**config.mk**
```make
export PLATFORM = sky130hd
export DESIGN_NAME = usb_bus_state_ctrl
export DESIGN_NICKNAME = d
export VERILOG_FILES = /design/src/rtl/usb_bus_state_ctrl.sv
export SDC_FILE = /design/constraint.sdc
export NUM_CORES = 1
export LEC_CHECK = 0
export CAP_MARGIN = 20
export CORE_MARGIN = 4
export CORE_UTILIZATION = 30
export DETAILED_ROUTE_END_ITERATION = 10
export PLACE_DENSITY_LB_ADDON = 0.2
export SYNTH_ARGS = -nofsm -noshare
export SYNTH_HDL_FRONTEND = slang
export SYNTH_SLANG_ARGS = --single-unit
```
**constraint.sdc**
```tcl
create_clock -name clk -period 6.3 [get_ports clk]
set_clock_uncertainty 0.1 [all_clocks]
set_input_delay 1.26 -clock clk [delete_from_list [all_inputs] [get_ports clk]]
set_output_delay 1.26 -clock clk [all_outputs]
set_load 0.05 [all_outputs]
```
**src/rtl/usb_bus_state_ctrl.sv**
```systemverilog
// usb_bus_state_ctrl: full-speed USB line-state decoder and bus-state sequencer (reset/suspend/resume/remote wakeup)
package usb_bus_state_pkg;
  typedef enum logic [2:0] {
    ST_ACTIVE       = 3'd0,
    ST_RESET        = 3'd1,
    ST_SUSPENDED    = 3'd2,
    ST_WAKEUP_DRIVE = 3'd3,
    ST_RESUME_HOST  = 3'd4
  } state_e;
endpackage

module usb_bus_state_ctrl
  import usb_bus_state_pkg::*;
#(
  parameter int RESET_CYCLES      = 30000,
  parameter int SUSPEND_CYCLES    = 144000,
  parameter int RESUME_MIN_CYCLES = 96,
  parameter int WAKEUP_CYCLES     = 96000,
  parameter int CNT_W             = 18
) (
  input  logic       clk,
  input  logic       reset,
  input  logic       usb_p_rx,
  input  logic       usb_n_rx,
  input  logic       wakeup_req,
  output logic [1:0] line_state,
  output logic       bus_reset,
  output logic       suspended,
  output logic       resume_pulse,
  output logic       drive_k,
  output logic [2:0] state_o
);
  localparam logic [1:0] LS_SE0 = 2'd0;
  localparam logic [1:0] LS_J   = 2'd1;
  localparam logic [1:0] LS_K   = 2'd2;
  localparam logic [CNT_W-1:0] CNT_MAX    = '1;
  localparam logic [CNT_W-1:0] CNT_ONE    = CNT_W'(1);
  localparam logic [CNT_W-1:0] RESET_TH   = CNT_W'(RESET_CYCLES);
  localparam logic [CNT_W-1:0] SUSPEND_TH = CNT_W'(SUSPEND_CYCLES);
  localparam logic [CNT_W-1:0] RESUME_TH  = CNT_W'(RESUME_MIN_CYCLES);
  localparam logic [CNT_W-1:0] WAKEUP_TH  = CNT_W'(WAKEUP_CYCLES);
  state_e           state_q, state_d;
  logic [1:0]       line_state_q, line_state_d;
  logic [1:0]       prev_ls_q, prev_ls_d;
  logic [CNT_W-1:0] cnt_q, cnt_d;
  logic [CNT_W-1:0] cnt_inc, run_len;
  logic             resume_pulse_q, resume_pulse_d;
  // Registers: line state pipeline, run counter, FSM state and the resume pulse; async reset idles on J in ACTIVE.
  always_ff @(posedge clk or posedge reset) begin
    if (reset) begin
      line_state_q   <= LS_J;
      prev_ls_q      <= LS_J;
      cnt_q          <= '0;
      state_q        <= ST_ACTIVE;
      resume_pulse_q <= 1'b0;
    end else begin
      line_state_q   <= line_state_d;
      prev_ls_q      <= prev_ls_d;
      cnt_q          <= cnt_d;
      state_q        <= state_d;
      resume_pulse_q <= resume_pulse_d;
    end
  end
  // Run length of the registered line state (including this cycle) drives every timed transition.
  always_comb begin
    line_state_d   = {usb_n_rx, usb_p_rx};
    prev_ls_d      = line_state_q;
    cnt_inc        = (cnt_q == CNT_MAX) ? cnt_q : cnt_q + CNT_ONE;
    run_len        = (line_state_q == prev_ls_q) ? cnt_inc : CNT_ONE;
    state_d        = state_q;
    cnt_d          = '0;
    case (state_q)
      ST_ACTIVE: begin
        if (line_state_q == LS_SE0) begin
          cnt_d   = run_len;
          state_d = (run_len > RESET_TH) ? ST_RESET : ST_ACTIVE;
        end else if (line_state_q == LS_J) begin
          cnt_d   = run_len;
          state_d = (run_len >= SUSPEND_TH) ? ST_SUSPENDED : ST_ACTIVE;
        end
      end
      ST_RESET: state_d = (line_state_q != LS_SE0) ? ST_ACTIVE : ST_RESET;
      ST_SUSPENDED: begin
        if (line_state_q == LS_SE0) begin
          cnt_d   = run_len;
          state_d = (run_len > RESET_TH) ? ST_RESET : ST_SUSPENDED;
        end else if (line_state_q == LS_K) begin
          cnt_d   = run_len;
          state_d = (run_len >= RESUME_TH) ? ST_RESUME_HOST : ST_SUSPENDED;
        end else if (line_state_q == LS_J && wakeup_req) begin
          state_d = ST_WAKEUP_DRIVE;
        end
      end
      ST_WAKEUP_DRIVE: begin
        cnt_d   = cnt_inc;
        state_d = (cnt_inc >= WAKEUP_TH) ? ST_RESUME_HOST : ST_WAKEUP_DRIVE;
      end
      ST_RESUME_HOST: begin
        if (line_state_q == LS_J) begin
          state_d = ST_ACTIVE;
        end else if (line_state_q == LS_SE0) begin
          cnt_d   = run_len;
          state_d = (run_len > RESET_TH) ? ST_RESET : ST_RESUME_HOST;
        end
      end
      default: state_d = ST_ACTIVE;
    endcase
    cnt_d          = (state_d != state_q) ? '0 : cnt_d;
    resume_pulse_d = (state_q == ST_RESUME_HOST) && (state_d == ST_ACTIVE);
  end
  assign line_state   = line_state_q;
  assign bus_reset    = (state_q == ST_RESET);
  assign suspended    = (state_q == ST_SUSPENDED) || (state_q == ST_WAKEUP_DRIVE);
  assign drive_k      = (state_q == ST_WAKEUP_DRIVE);
  assign resume_pulse = resume_pulse_q;
  assign state_o      = state_q;
endmodule

```
# [Word level (Yosys, flattened, before mapping)]
# Index checks and enable logic that the tools add are counted.
[totals] regBits=26 in_bits=5 output_inout_bits=9 word_cells=51
[classes] add_sub_neg=1 order_cmp=4 n_eq_ne=9 n_mux=25 n_reduce_logical=7
[op_table] operator="18-bit 2-to-1 mux" n=9
[op_table] operator="18-bit one-hot mux with 4 select lines" n=1
[op_table] operator="3-bit 2-to-1 mux" n=10
[op_table] operator="18-bit by 1-bit adder with 18-bit output, second input constant" n=1
[op_table] operator="18-bit equality test, second input constant" n=1
[op_table] operator="18-bit by 17-bit >= comparator with 1-bit output, second input constant" n=1
[op_table] operator="18-bit >= comparator, second input constant" n=1
[op_table] operator="18-bit by 7-bit >= comparator with 1-bit output, second input constant" n=1
[op_table] operator="18-bit by 15-bit greater-than comparator with 1-bit output, second input constant" n=1
[op_table] operator="3-bit one-hot mux with 5 select lines" n=1
[op_table] operator="3-bit by 2-bit equality test with 1-bit output, second input constant" n=2
[op_table] operator="3-bit zero test" n=2
[op_table] operator="2-bit 2-to-1 mux" n=2
[op_table] operator="3-bit by 1-bit equality test with 1-bit output, second input constant" n=1
[op_table] operator="3-bit equality test, second input constant" n=1
[op_table] operator="3-bit inequality test" n=1
[op_table] operator="2-bit by 1-bit equality test with 1-bit output, second input constant" n=1
[op_table] operator="2-bit equality test" n=1
[op_table] operator="2-bit equality test, second input constant" n=1
[op_table] operator="1-bit logical AND" n=2
[op_table] operator="2-bit zero test" n=1
[op_table] operator="1-bit 2-to-1 mux" n=2
[op_table] operator="2-bit nonzero test" n=1
[op_table] operator="1-bit logical OR" n=1

# [Longest topological paths before layout]
# Gate-level depths: netlist of run 1.
[depth] ltp_word=10 mapped_depth=12

# [Worst setup path before layout of run 1]
# No wires, ideal clock.
[synth_timing] path_kind="reg-to-output" start="register state_q[1] (netlist: state_o[1])" end="output port drive_k" t_arrival_ns=2.345 required_ns=4.940 setup_slack_ns=2.595 path_stages_with_launch=5 path_cell_list="dfrtp_1 > clkbuf_1 > inv_1 > nor2_1 > and2_1"
[synth_between] elab_chain_len=1
[synth_lines] element="start: declaration" line="42" source="state_e state_q, state_d;"
[synth_lines] element="start signal: assignment" line="60" source="state_q <= state_d;"
[synth_lines] element="3-bit by 2-bit equality test with 1-bit output" line="114" source="assign drive_k = (state_q == ST_WAKEUP_DRIVE);"
[synth_lines] element="end: declaration" line="30" source="output logic drive_k,"
# Every way passes these cells.

# [Final worst setup path of run 1]
[layout_timing] start="register cnt_q[1]" end="register cnt_q[6]"
[layout_between] elab_chain_len=10 word_cells_on_any_way=30 classes_between="1 x add/sub; 4 x order compare; 2 x eq/ne; 23 x mux"
[layout_lines] element="start: declaration" line="45" source="logic [CNT_W-1:0] cnt_q, cnt_d;"
[layout_lines] element="start signal: assignment" line="59" source="cnt_q <= cnt_d;"
[layout_lines] element="18-bit by 1-bit adder with 18-bit output or 18-bit equality test (tied branches)" line="68" source="cnt_inc = (cnt_q == CNT_MAX) ? cnt_q : cnt_q + CNT_ONE;"
[layout_lines] element="18-bit 2-to-1 mux (*)" line="68"
[layout_lines] element="18-bit 2-to-1 mux" line="69" source="run_len = (line_state_q == prev_ls_q) ? cnt_inc : CNT_ONE;"
[layout_lines] element="18-bit by 15-bit greater-than comparator with 1-bit output, or another cell as far along" line="76, 86, 103"
[layout_lines] element="3-bit 2-to-1 mux, or another cell as far along" line="103" source="state_d = (run_len > RESET_TH) ? ST_RESET : ST_RESUME_HOST;"
[layout_lines] element="3-bit 2-to-1 mux (on tied branches)" line="101, 77, 87"
[layout_lines] element="3-bit 2-to-1 mux (on tied branches)" line="99, 74, 84"
[layout_lines] element="3-bit one-hot mux with 5 select lines" line="72" source="case (state_q)"
[layout_lines] element="3-bit inequality test" line="108" source="cnt_d = (state_d != state_q) ? '0 : cnt_d;"
[layout_lines] element="18-bit 2-to-1 mux (*)" line="108"
[layout_lines] element="named net cnt_d[6]" line="45"
# Mark *: on every way through the listed nets, which the timed path passes. The rest lies on a longest branch.

==> impl_metrics.toml, run 1 <==
[status]
status = "complete, no violations"

[yosys]
syn_avg_cell_area_um2 = 9.49
synth_fp_nets = 244
synth-edff-count = 0
synthFlopType = "dfrtp_1"
async_flop_share_pct = 100
yosysWarnings = 0
synth.top_cell.area_share_pct = 26.6
syn-cell-area_um2 = 2260
synth_cells = 238
synth_seq_cells = 26
yosysUniqueCellTypes = 78
synth_area_leader_cell = "dfrtp_1"
ys_seq_area_share_pct = 28.9
ys_top_cells_by_area = "dfrtp_1 (27%), xnor2_1 (4.3%), nor4_2 (3.9%), buf_6 (3.5%), nor4_1 (3.3%)"

[cells_and_area]
final_cell_mix = "dfrtp_1 (24), nor2_1 (17), nand2_1 (14)"
synthToLayoutAreaGrowth_pct = 7.70
instances_no_fill = 338
fin_nets = 246
num_antenna_cells = 0
drive_above_1_share_pct = 19.7
nFillCells = 791
final_common_cell = "dfrtp_1"

[critical_path]
crit_path_top_delay_cell = "a311o_1"
crit_type = "reg2reg"
ff2ff_setup_slack_ps = 2410
required_ps = 6360
critPathMaxStageDelay_ps = 670
endpoint_kind = "flop"
startpoint_type = "flop"
crit_path_max_fanout = 18
crit_path_cell_trace = "ha_1, nand4_4, nor4_1, mux2i_1, nand4_1, nor3b_2, a21oi_2, a311o_1, nor4b_1"
crit_arrival_ps = 3950

[clock_tree]
cts-root-buf = "clkbuf_8"
ctsHoldBuffers = 0
htree_levels = 1
clk_pin_slew_worst_paths_ps = 90
cts_tree = "done"
cts_resized = 0
post_cts_buffers = 0
clock_path_buffers = 2
cts_buffers = 3
clock-sinks = 26
clk_latency_ps = 280

[placed_design]
dp_hpwl_mm = 4.26
dp_cells = 333
io_buffers = 13
globalplace.congestion = 0.857
dp_worst_setup_slack_ps = 2400

[drt]
via_per_inst = 5.59
detail_route.wl_per_cell_um = 17.1
firstDrtPassIters = 4
route.detailed.drc = 0
drt_iter0_drc = 106
antenna_left = 0
vias = 1888
drt-total-wl_mm = 5.78

[sta]
worst_slack_ps = 2410
min_period_ps = 3890
post-route-period-util_pct = 61.7
final.setup.tns_ps = 0
rsz0062_at_grt = "false"
max_freq_mhz = 257
slew_viol_final = 0
worst_slew_pin_slew_ps = 965
setup_viol = 0
slew_headroom_pct = 35.7
hold_violations = 0

[floorplanning]
start_util_pct = 31.0
ios = 14
rows = 31
die_h_um = 94.8
fp.coreArea_um2 = 7290
die_area_um2 = 8990
die_width_um = 94.8

[job]
maxCapViolCount = 0

[pwr]
p_leak_nw = 0.799
p_per_area_nw_per_um2 = 136
vdd_ir_drop_max_v = 0.000124

[global_routing]
grt_antenna_before_repair = 0
grt_use_total_pct = 13.8
grt-ovfl-total = 0
grt_first_pass_wirelength_mm = 9.86
grt_pass1_vias = 1875
grt_max_degree = 27

[worst_hold_path]
min_path_type = "reg2reg"
==> area by class of cell <==
class	instances	area, um2	area share [%]
Tap cell	99	124	5.09
Sequential cell	26	653	26.8
Timing Repair Buffer	15	165	6.79
Multi-Input combinational cell	189	1420	58.3
Inverter	5	18.8	0.771
Clock buffer	4	55.1	2.26
==> report_power, final <==
group          leakage [nW]  internal (mW)  switching (mW)
combinational         0.421         0.0162          0.0280
sequential            0.350          0.170         0.00613
clock                0.0288         0.0560          0.0550
total                 0.799          0.242          0.0891
==> cells in the mapped netlist (5+ instances only) <==
master and count:
nor2_1 17, a31oi_1 5, nor3_1 10, a21oi_1 5, nand4_1 5, nand2_1 14
nor4_2 7, xnor2_1 11, buf_6 7, dfrtp_1 24, nor4_1 12, nand3_1 12
==> registers in the layout, indices dropped and copies added, names as in the netlist <==
register,flops
cnt_q,18
state_o,3
line_state,2
prev_ls_q,2
resume_pulse,1
==> final timing paths <==
check                              startpoint             to  cells past startpoint
min in group asynchronous               reset     state_o[0]                      2
worst max register to register       cnt_q[1]       cnt_q[6]                      9
worst min register to register  line_state[0]   prev_ls_q[0]                      0
max in group asynchronous               reset  line_state[0]                      3
worst max-delay path                 cnt_q[1]       cnt_q[6]                      9
worst min-delay path            line_state[0]   prev_ls_q[0]                      0
==> logic make-up after synthesis <==
logic type | synth area share [%]
compound gates | 19.3
xor+xnor | 4.65
fa+ha+maj | 0.554
buf+inv | 8.36
flops | 28.9
mux | 1.77
simple gates | 36.4
==> layer usage <==
metal,global-route usage [%],up-vias,wire [um]
li1,-,920,-
met1,20.2,918,2900
met2,21.7,44,2650
met3,1.51,6,164
met4,3.37,0,64
met5,0,-,0
==> per-stage QoR <==
stage	total power [mW]	cell area (um2)	hold WS, ps	util, %
detailed placement	0.222	2350	369	32.2
global placement	0.222	2350	374	32.2
floorplan	0.214	2260	393	-
finish	0.331	2430	382	33.4
CTS	0.333	2410	385	33.0
global route	0.346	2430	407	33.4
==> critical path: cells and delay by family (launching register included) <==
family,cells,cell delay [ps]
multiplexers,1,530
adder cells (fa/ha/maj),1,360
AND/OR/NAND/NOR,5,1540
flip-flops,1,450
AO/OA/AOI/OAI,2,770
Note: power is estimated with default switching activity, not from simulation.
==> run 2, diff against run 1 <==
==> constraint.sdc (replaced) <==
create_clock -name clk -period 3.2 [get_ports clk]
set_clock_uncertainty 0.1 [all_clocks]
set_input_delay 0.64 -clock clk [delete_from_list [all_inputs] [get_ports clk]]
set_output_delay 0.64 -clock clk [all_outputs]
set_load 0.05 [all_outputs]
==> impl_metrics.toml, run 2 (synthesis gave the netlist of run 1 again) <==
[status]
status = "complete, no violations"

[sta]
post-route-period-util_pct = 96.7
slew_viol_final = 0
slew_headroom_pct = 58.9
setup_viol = 0
hold_violations = 0
max_freq_mhz = 323
worst_slew_pin_slew_ps = 611
hold_ws_ps = 374
worst_slack_ps = 104
min_period_ps = 3100

[critical_path]
endpoint = "drive_k"
crit_path_cell_trace = "inv_1, nor2_1, and2_1, clkdlybuf4s50_1"
crit_path_max_fanout = 9
r2r_end = "cnt_q[1]"
crit_buf_inv = 2
cpLargestDelayFamily = "buffers and inverters"
startpoint = "state_o[1]"
path_depth = 4
crit_path_top_delay_cell = "clkdlybuf4s50_1"
ff2ff_setup_slack_ps = 140
crit_arrival_ps = 2360
startpoint_type = "flop"
r2r.worst_path.cells = 10
rr_startpoint = "cnt_q[5]"
required_ps = 2460
endpoint_kind = "output pin"
crit_type = "reg2out"
critPathMaxStageDelay_ps = 830

[cells_and_area]
num_antenna_cells = 0
fin_util_pct = 36.8
fin_nets = 268
synthToLayoutAreaGrowth_pct = 18.9
nFillCells = 778
top_register = "cnt_q"
drive_above_1_share_pct = 30.7
final_common_cell = "dfrtp_1"
largest_reg_flops = 18
final_cell_mix = "dfrtp_1 (23), buf_4 (21), nor2_1 (16)"

[global_routing]
grt_pass1_vias = 1897
grt-ovfl-total = 0
grt_antenna_before_repair = 0
grt_use_total_pct = 13.7
grt_first_pass_wirelength_mm = 9.85
grt_max_degree = 27

[pwr]
p_comb_share_pct = 14.5
p_leak_nw = 0.915
p_per_area_nw_per_um2 = 267
p_clk_share_pct = 37.9
sw_frac_of_total_pct = 24.7
internal_power_uw = 541
vdd_ir_drop_max_v = 0.000161
netSwitchingPower_uw = 177
power_uw = 719
p_seq_share_pct = 47.6

[drt]
drt_iter0_drc = 129
detail_route.wl_per_cell_um = 16.4
antenna_left = 0
via_per_inst = 5.56
firstDrtPassIters = 4
drt-total-wl_mm = 5.92
route.detailed.drc = 0
vias = 2001

[worst_hold_path]
min-delay-start = "line_state[0]"
min_path_type = "reg2reg"

[clock_tree]
cts-root-buf = "clkbuf_8"
htree_levels = 1
clock-sinks = 26
clk_latency_ps = 270
clk_pin_slew_worst_paths_ps = 90
cts_buffers = 3
cts_tree = "done"
ctsHoldBuffers = 0
clock_path_buffers = 2

[floorplanning]
rows = 31
die_width_um = 94.8
fp.coreArea_um2 = 7290
die_area_um2 = 8990
die_h_um = 94.8
ios = 14
start_util_pct = 31.0

[placed_design]
dp_worst_setup_slack_ps = 94.4
dp_hpwl_mm = 4.47
globalplace.congestion = 0.914
io_buffers = 13

[job]
maxCapViolCount = 0
## run 2: cell types whose count changed in the layout (fill, tap and decap cells not counted), moves of 2 or more
cell / before / now
nor3_1: 10 / 8
nor4_1: 12 / 7
buf_4: 1 / 21
nor4_2: 7 / 11
buf_12: 0 / 2
nor3_2: 3 / 5
## run 2: power groups by stage
stage | clock network [mW] | logic, mW | registers, mW
after floorplan | 0 | 0.0671 | 0.354
final | 0.272 | 0.104 | 0.342
after global placement | 0 | 0.100 | 0.349
after global routing | 0.291 | 0.113 | 0.344
after detailed placement | 0 | 0.0995 | 0.349
after CTS | 0.279 | 0.100 | 0.342
## run 2: worst reg2reg max path: cells and delay by family, from the launching register on
family | cells | cell delay, ps
AO/OA/AOI/OAI | 2 | 480
buffers and inverters | 2 | 320
flip-flops | 1 | 520
multiplexers | 1 | 220
AND/OR/NAND/NOR | 5 | 1330
## run 2: worst min path at each step
stage                         endpoint  depth (start not counted)
after floorplan           prev_ls_q[0]                          0
after global placement    prev_ls_q[0]                          0
after detailed placement  prev_ls_q[0]                          0
after CTS                 prev_ls_q[0]                          0
after global routing      prev_ls_q[0]                          0
final                     prev_ls_q[0]                          0
## run 2: layout make-up
class	instances	area [um2]	area share, %
clock buffer	3	41.3	1.54
clock inverter	1	30.0	1.12
inverter	5	18.8	0.699
multi-input combinational	189	1480	55.1
sequential	26	654	24.4
tap	99	124	4.61
timing repair buffer	37	339	12.6
## run 2: through the flow
step | TNS [ps] | cell area (um2) | cells
floorplan | 0 | 2260 | 238
global placement | 0 | 2530 | 354
detailed placement | 0 | 2530 | 354
CTS | 0 | 2610 | 358
global route | -219 | 2690 | 360
finish | 0 | 2690 | 360
## run 2: layer usage
layer  part of all wire [%]  vias up  global-route usage [%]  wire, um
met5                      0        -                       0         0
met4                    1.1        0                    3.25        68
met3                    4.4        8                    1.43       258
met2                     45       52                    20.6      2670
met1                     49      977                    20.8      2920
li1                       -      964                       -         -
## run 2: timing repair
item,CTS,global route
setup buffers,0,2
setup endpoints to repair,0,18
resized for setup,0,13
